$ cat config.mk
export PLATFORM = sky130hd
export DESIGN_NAME = instruction_fetch_unit
export DESIGN_NICKNAME = d
export VERILOG_FILES = /design/src/rtl/instruction_fetch_unit.sv
export SDC_FILE = /design/constraint.sdc
export NUM_CORES = 1
export LEC_CHECK = 0
export BUFFER_PORTS_ARGS = -buffer_cell sky130_fd_sc_hd__buf_2
export CORE_MARGIN = 2
export CORE_UTILIZATION = 50
export CTS_CLUSTER_DIAMETER = 100
export CTS_CLUSTER_SIZE = 24
export DETAILED_ROUTE_END_ITERATION = 10
export PLACE_DENSITY = 0.82
export SYNTH_ARGS = -nofsm -noshare
export SYNTH_HDL_FRONTEND = slang
export SYNTH_SLANG_ARGS = --single-unit
$ cat constraint.sdc
create_clock -name clock -period 4 [get_ports clock]
set_input_delay 0.4 -clock clock [delete_from_list [all_inputs] [get_ports clock]]
set_output_delay 0.4 -clock clock [all_outputs]
set_load 0.005 [all_outputs]
$ cat src/rtl/instruction_fetch_unit.sv
// Instruction fetch front-end: holds the PC, fetches 32-bit instruction
// words from a synchronous-read instruction memory, presents the decoded
// instruction fields, and computes the next PC (sequential, branch or jump)
// from the control unit's decisions at the end of EXECUTE.
//
// Each instruction takes FETCH -> WAIT -> EXECUTE (3 cycles minimum). An
// EXECUTE that sees memory_busy parks in STALL until the data memory frees.
// The PC is updated on the edge that ends EXECUTE, so during STALL and the
// following FETCH the PC already points at the next instruction.
//
// ADDR_WIDTH is intended to be at most 26, so that a jump target always
// covers the full PC.

module instruction_fetch_unit #(
    parameter int                    ADDR_WIDTH = 8,
    parameter logic [ADDR_WIDTH-1:0] RESET_PC   = {ADDR_WIDTH{1'b0}}
) (
    input  logic                  clock,
    input  logic                  reset,
    input  logic                  processor_enable,
    input  logic [31:0]           imem_data,
    input  logic                  branch,
    input  logic                  jump,
    input  logic                  alu_zero,
    input  logic                  memory_busy,
    output logic [ADDR_WIDTH-1:0] imem_address,
    output logic [ADDR_WIDTH-1:0] pc,
    output logic [5:0]            instruction_opcode,
    output logic [4:0]            instruction_rs,
    output logic [4:0]            instruction_rt,
    output logic [4:0]            instruction_rd,
    output logic [4:0]            instruction_shamt,
    output logic [5:0]            instruction_func,
    output logic [15:0]           instruction_immediate,
    output logic [25:0]           instruction_target,
    output logic                  instruction_valid
);

    typedef enum logic [2:0] {
        ST_IDLE    = 3'd0,
        ST_FETCH   = 3'd1,
        ST_WAIT    = 3'd2,
        ST_EXECUTE = 3'd3,
        ST_STALL   = 3'd4
    } state_t;

    localparam logic [ADDR_WIDTH-1:0] PC_ONE = {{(ADDR_WIDTH-1){1'b0}}, 1'b1};

    // Sign-extend a 16-bit branch offset to the PC width. Bits beyond the
    // PC width are dropped, which gives the modulo-2^ADDR_WIDTH wrap the
    // branch arithmetic relies on.
    function automatic logic [ADDR_WIDTH-1:0] sext_offset(input logic [15:0] imm);
        logic [ADDR_WIDTH-1:0] res;
        res = {ADDR_WIDTH{1'b0}};
        for (int i = 0; i < ADDR_WIDTH; i++) begin
            if (i < 16) begin
                res[i] = imm[i[3:0]];
            end else begin
                res[i] = imm[15];
            end
        end
        return res;
    endfunction

    state_t                state_r;
    state_t                state_next_s;
    logic [ADDR_WIDTH-1:0] pc_r;
    logic [ADDR_WIDTH-1:0] pc_next_s;
    logic [31:0]           ir_r;
    logic [31:0]           ir_next_s;
    logic                  valid_r;
    logic [ADDR_WIDTH-1:0] pc_seq_s;
    logic [ADDR_WIDTH-1:0] pc_branch_s;
    logic [ADDR_WIDTH-1:0] pc_jump_s;

    // Candidate next-PC values; only one is selected, and only in EXECUTE.
    always_comb begin
        pc_seq_s    = pc_r + PC_ONE;
        pc_branch_s = pc_r + PC_ONE + sext_offset(ir_r[15:0]);
        pc_jump_s   = ir_r[ADDR_WIDTH-1:0];
    end

    // Next-state logic of the fetch sequencer.
    always_comb begin
        state_next_s = state_r;
        case (state_r)
            ST_IDLE: begin
                if (processor_enable) begin
                    state_next_s = ST_FETCH;
                end else begin
                    state_next_s = ST_IDLE;
                end
            end
            ST_FETCH: begin
                state_next_s = ST_WAIT;
            end
            ST_WAIT: begin
                state_next_s = ST_EXECUTE;
            end
            ST_EXECUTE: begin
                if (memory_busy) begin
                    state_next_s = ST_STALL;
                end else if (processor_enable) begin
                    state_next_s = ST_FETCH;
                end else begin
                    state_next_s = ST_IDLE;
                end
            end
            ST_STALL: begin
                if (memory_busy) begin
                    state_next_s = ST_STALL;
                end else if (processor_enable) begin
                    state_next_s = ST_FETCH;
                end else begin
                    state_next_s = ST_IDLE;
                end
            end
            default: begin
                state_next_s = ST_IDLE;
            end
        endcase
    end

    // Next PC: jump beats a taken branch, which beats sequential; the
    // control inputs are ignored in every state other than EXECUTE.
    always_comb begin
        pc_next_s = pc_r;
        if (state_r == ST_EXECUTE) begin
            if (jump) begin
                pc_next_s = pc_jump_s;
            end else if (branch && alu_zero) begin
                pc_next_s = pc_branch_s;
            end else begin
                pc_next_s = pc_seq_s;
            end
        end else begin
            pc_next_s = pc_r;
        end
    end

    // Instruction register captures the memory word at the end of WAIT.
    always_comb begin
        ir_next_s = ir_r;
        if (state_r == ST_WAIT) begin
            ir_next_s = imem_data;
        end else begin
            ir_next_s = ir_r;
        end
    end

    // Sequencer state, PC, IR and the EXECUTE-valid flag registers.
    always_ff @(posedge clock or negedge reset) begin
        if (!reset) begin
            state_r <= ST_IDLE;
            pc_r    <= RESET_PC;
            ir_r    <= 32'h0000_0000;
            valid_r <= 1'b0;
        end else begin
            state_r <= state_next_s;
            pc_r    <= pc_next_s;
            ir_r    <= ir_next_s;
            valid_r <= (state_next_s == ST_EXECUTE);
        end
    end

    // Outputs come straight from registers: the PC doubles as the memory
    // address and the fields are fixed slices of the instruction register.
    always_comb begin
        imem_address          = pc_r;
        pc                    = pc_r;
        instruction_opcode    = ir_r[31:26];
        instruction_rs        = ir_r[25:21];
        instruction_rt        = ir_r[20:16];
        instruction_rd        = ir_r[15:11];
        instruction_shamt     = ir_r[10:6];
        instruction_func      = ir_r[5:0];
        instruction_immediate = ir_r[15:0];
        instruction_target    = ir_r[25:0];
        instruction_valid     = valid_r;
    end

endmodule
; Word level (Yosys, flattened, before mapping)
; Index checks and enable logic that the tools add are counted.
[word_totals]
register_bits = 44
output_inout_bits = 91
[op_classes]
n_addsub = 2
eq_ne = 5
mux = 5
n_reduce_logical = 3
[ops]
columns = op, count
row1 = $mux W8, 2
row2 = $pmux W3 S4, 1
row3 = $eq A3 B2 Y1 const B, 3
row4 = $add A8 B1 Y8 const B, 1
row5 = $add A8 B8 Y8, 1
row6 = $eq A3 B1 Y1 const B, 1
row7 = $eq A3 B3 Y1 const B, 1
row8 = $logic_not A3 Y1, 1
row9 = $mux W3, 1
row10 = $reduce_or A2 Y1, 1
row11 = $logic_and A1 B1 Y1, 1
row12 = $mux W1, 1

; Longest topological paths before layout
[depth]
depth_word = 4
ltp_mapped = 10
depth_no_buf = 10

; Worst setup path after synthesis
; No wires, ideal clock.
[synth_path]
path_type = register to register
from = register pc_r[0] (netlist: imem_address[0])
to = register pc_r[7] (netlist: imem_address[7])
setup_time_ps = 104
t_arrival_ps = 2130
slack_ps = 1767
stages_incl_launch_ff = 9
path_buffers = 0
period_less_slack_ps = 2233
path_cell_list = dfrtp_1 > ha_1 > nand3_1 > xnor2_1 > ha_1 > or4_4 > o22ai_2 > xnor2_1 > o41ai_2
[synth_between]
elab_chain_len = 4
[synth_lines]
columns = element, line
row1 = start: declaration, 67  ; logic [ADDR_WIDTH-1:0] pc_r;
row2 = start signal: assignment, 160  ; pc_r <= pc_next_s;
row3 = $add A8 B1 Y8 (*), "78, 79"
row4 = $add A8 B8 Y8, 79  ; pc_branch_s = pc_r + PC_ONE + sext_offset(ir_r[15:0]);
row5 = $mux W8 (*), 131  ; end else if (branch && alu_zero) begin
row6 = $mux W8 (*), 129  ; if (jump) begin
; Every way passes the cells marked *; elsewhere a longest branch is shown, timed or not.
; A chain may end at the register's enable or synchronous reset.

; Worst setup path in the final report
; Same ends and word-level chain as after synthesis.

==> flow_summary.yaml <==
run_status:
  outcome: "finished, final reports clean"
power:
  finalPower_mw: 2.836
  power.internal_mw: 1.675
  seq_power_share_pct: 32.5
  p_per_area_mw_per_mm2: 912.0
  clkPwrFrac_pct: 11.9
  leakage_nw: 1.553
  p_switching_mw: 1.161
  sw_frac_of_total_pct: 40.93
  combPwrFrac_pct: 55.6
  vdd.ir_drop.worst_mv: 0.4064
global_route:
  antenna_found_initial: 0
  grt_pass1_wl_mm: 9.059
  grt_usage_pct: 19.16
  grt_pass1_vias: 1939
  grt_start_max_net_pins: 45
  grt-ovfl-total: 0
logic_synthesis:
  synth_edf_count: 0
  ys_seq_area_share_pct: 41.51
  synth_area_leader_cell: "dfrtp_1"
  netlist_instances: 253
  async_reset_ff_share_pct: 100.0
  syn-num-nets: 302
  avgSynthCellArea_um2: 10.48
  ys.flop_type: "dfrtp_1"
  synth_area_leaders: "dfrtp_1 (42%), buf_4 (14%), mux2_1 (13%)"
  synth-seq-cells: 44
  syn_area_mm2: 0.002653
  synth_top_area_share_pct: 41.51
  yosys_warnings: 0
  synth_cell_types: 38
sta:
  period_minus_slack_ps: 2421
  fmax_mhz: 413.1
  fin_skew_ps: 7.660
  slew_headroom_pct: 34.89
  setup_tns_ps: 0
  layout_setup_ws_ps: 1579
  rsz0062_at_grt: "no"
  slew_viol_final: 0
  fin_crit_sh_pct: 60.52
  finalHoldViolCount: 0
  timing.hold.ws_ps: 261.3
  max_slew.worst_pin.slew_ps: 976.6
  setup_viol: 0
worst_setup_path:
  worst_r2r_endpoint: "imem_address[7]$_DFFE_PN0N_"
  critPathKind: "reg2reg"
  critPathCaptureType: "flop"
  r2r_start: "imem_address[0]$_DFFE_PN0N_"
  arrival_ps: 2610
  rr_worst_depth: 8
  crit_path_start_kind: "flop"
  required_ps: 4190
  cp_max_fo: 9
  rrSetupSlack_ps: 1580
clock_tree:
  cts-hold-fix-buffers: 0
  htreeDepth: 2
  clk_pin_slew_ps: 90
  clock_sinks: 44
  numCtsBuffers: 5
  clock-root-buffer: "clkbuf_8"
  cts_resized: 0
  cts_buffer_depth: 2
  cts_tree: "built"
  post_cts_buffers: 0
  clk_latency_ps: 290
routing:
  post-route-drc-count: 0
  wirelength_mm: 5.460
  via_per_inst: 5.089
  num_vias: 2061
  routedWlPerCell_um: 13.48
  drtIter0Drc: 35
  drt_pass1_iterations: 4
  ant_nets: 0
finish:
  drive_gt1_share_pct: 43.28
  finalNetCount: 383
  final_common_cell: "buf_2"
  stdcell_count: 405
  syn_to_final_growth_pct: 17.22
  fin_util_pct: 60.88
  stdcell_area_mm2: 0.003109
  fillers: 445
  n_antenna_cell: 0
  mostFrequentLayoutCells: "buf_2 (129), dfrtp_1 (44), mux2_1 (31), nor2_1 (13), a21oi_1 (13)"
die:
  pin_count: 130
  start_util_pct: 51.94
  dieArea_mm2: 0.005904
  die_w_um: 76.84
  rows: 26
  core_mm2: 0.005107
  fp.dieH_um: 76.84
placement:
  pre_cts_slack_ps: 1619
  placedCellCount: 397
  detailed_place.area_mm2: 0.002998
  port_buffers: 129
  hpwl_mm: 4.211
  routabilityCongestion: 0.8516
job:
  cap_violations: 0
hold_path:
  hold_path.class: "in2async"
-- critical path: stages (launching register included) --
cell	delay, ps
dfrtp_1	480
ha_1	230
nand3_1	120
xnor2_1	170
ha_1	250
or4_4	530
o22ai_2	160
xnor2_1	110
o41ai_2	280
-- power by group through the flow --
stage	clock network [mW]	registers (mW)	logic [mW]
after detailed placement	0	0.932	1.59
final	0.337	0.921	1.58
after floorplan	0	0.907	1.28
after global placement	0	0.915	1.55
after global routing	0.360	0.969	1.76
after CTS	0.347	0.926	1.60
-- cells in the mapped netlist, types with 2 or more instances --
| cell type | number |
|---|---|
| nor2_1 | 13 |
| o21ai_0 | 8 |
| dfrtp_1 | 44 |
| mux2i_1 | 2 |
| a21oi_1 | 13 |
| ha_1 | 9 |
| xor2_1 | 4 |
| nor2b_1 | 3 |
| buf_4 | 50 |
| nand2_1 | 11 |
| a21o_1 | 2 |
| o21ai_1 | 5 |
| inv_1 | 4 |
| a31oi_1 | 3 |
| nand3_1 | 6 |
| nand2b_1 | 3 |
| buf_2 | 3 |
| mux2_1 | 31 |
| and3_1 | 3 |
| nor3_1 | 7 |
| xnor2_1 | 6 |
| clkbuf_1 | 3 |
| nand3b_1 | 2 |
| a211oi_1 | 4 |
-- registers in the layout (all words and copies together) (netlist names) --
register	count
ir_r	32
instruction_valid	1
imem_address	8
state_r	3
-- final cells by class --
type                            instances  area [um^2]  share of cell area [%]
Clock inverter                          3        42.54                   1.368
Multi-Input combinational cell        149         1141                   36.70
Timing Repair Buffer                  130        653.1                   21.01
Inverter                                4        15.01                  0.4829
Sequential cell                        44         1101                   35.41
Clock buffer                            5        68.82                   2.213
Tap cell                               70        87.58                   2.817
-- how the worst max path moves through the flow --
stage                                      startpoint                     endpoint  slack, ps  cells past startpoint
after floorplan           imem_address[0]$_DFFE_PN0N_  imem_address[7]$_DFFE_PN0N_       1770                      8
after global placement    imem_address[0]$_DFFE_PN0N_  imem_address[7]$_DFFE_PN0N_       1680                      8
after detailed placement  imem_address[0]$_DFFE_PN0N_  imem_address[7]$_DFFE_PN0N_       1620                      8
after CTS                 imem_address[0]$_DFFE_PN0N_  imem_address[7]$_DFFE_PN0N_       1580                      8
after global routing      imem_address[0]$_DFFE_PN0N_  imem_address[7]$_DFFE_PN0N_       1400                      8
final                     imem_address[0]$_DFFE_PN0N_  imem_address[7]$_DFFE_PN0N_       1580                      8
-- layer usage --
layer  vias up  wire length, um  GRT usage, %
met5         -                0             0
met4         0               48         6.000
met3         4              501         5.529
met2        95             2669         34.21
met1       965             2240         22.04
li1        997                -             -
-- logic make-up after synthesis --
logic type	count (synthesis)	share of synthesized area (%)
flops	44	41.51
mux	34	14.34
compound gates	41	9.717
simple gates	54	10.43
fa+ha+maj	10	5.000
xor+xnor	10	3.302
buf+inv	60	15.71
(Power assumes the default switching activity.)
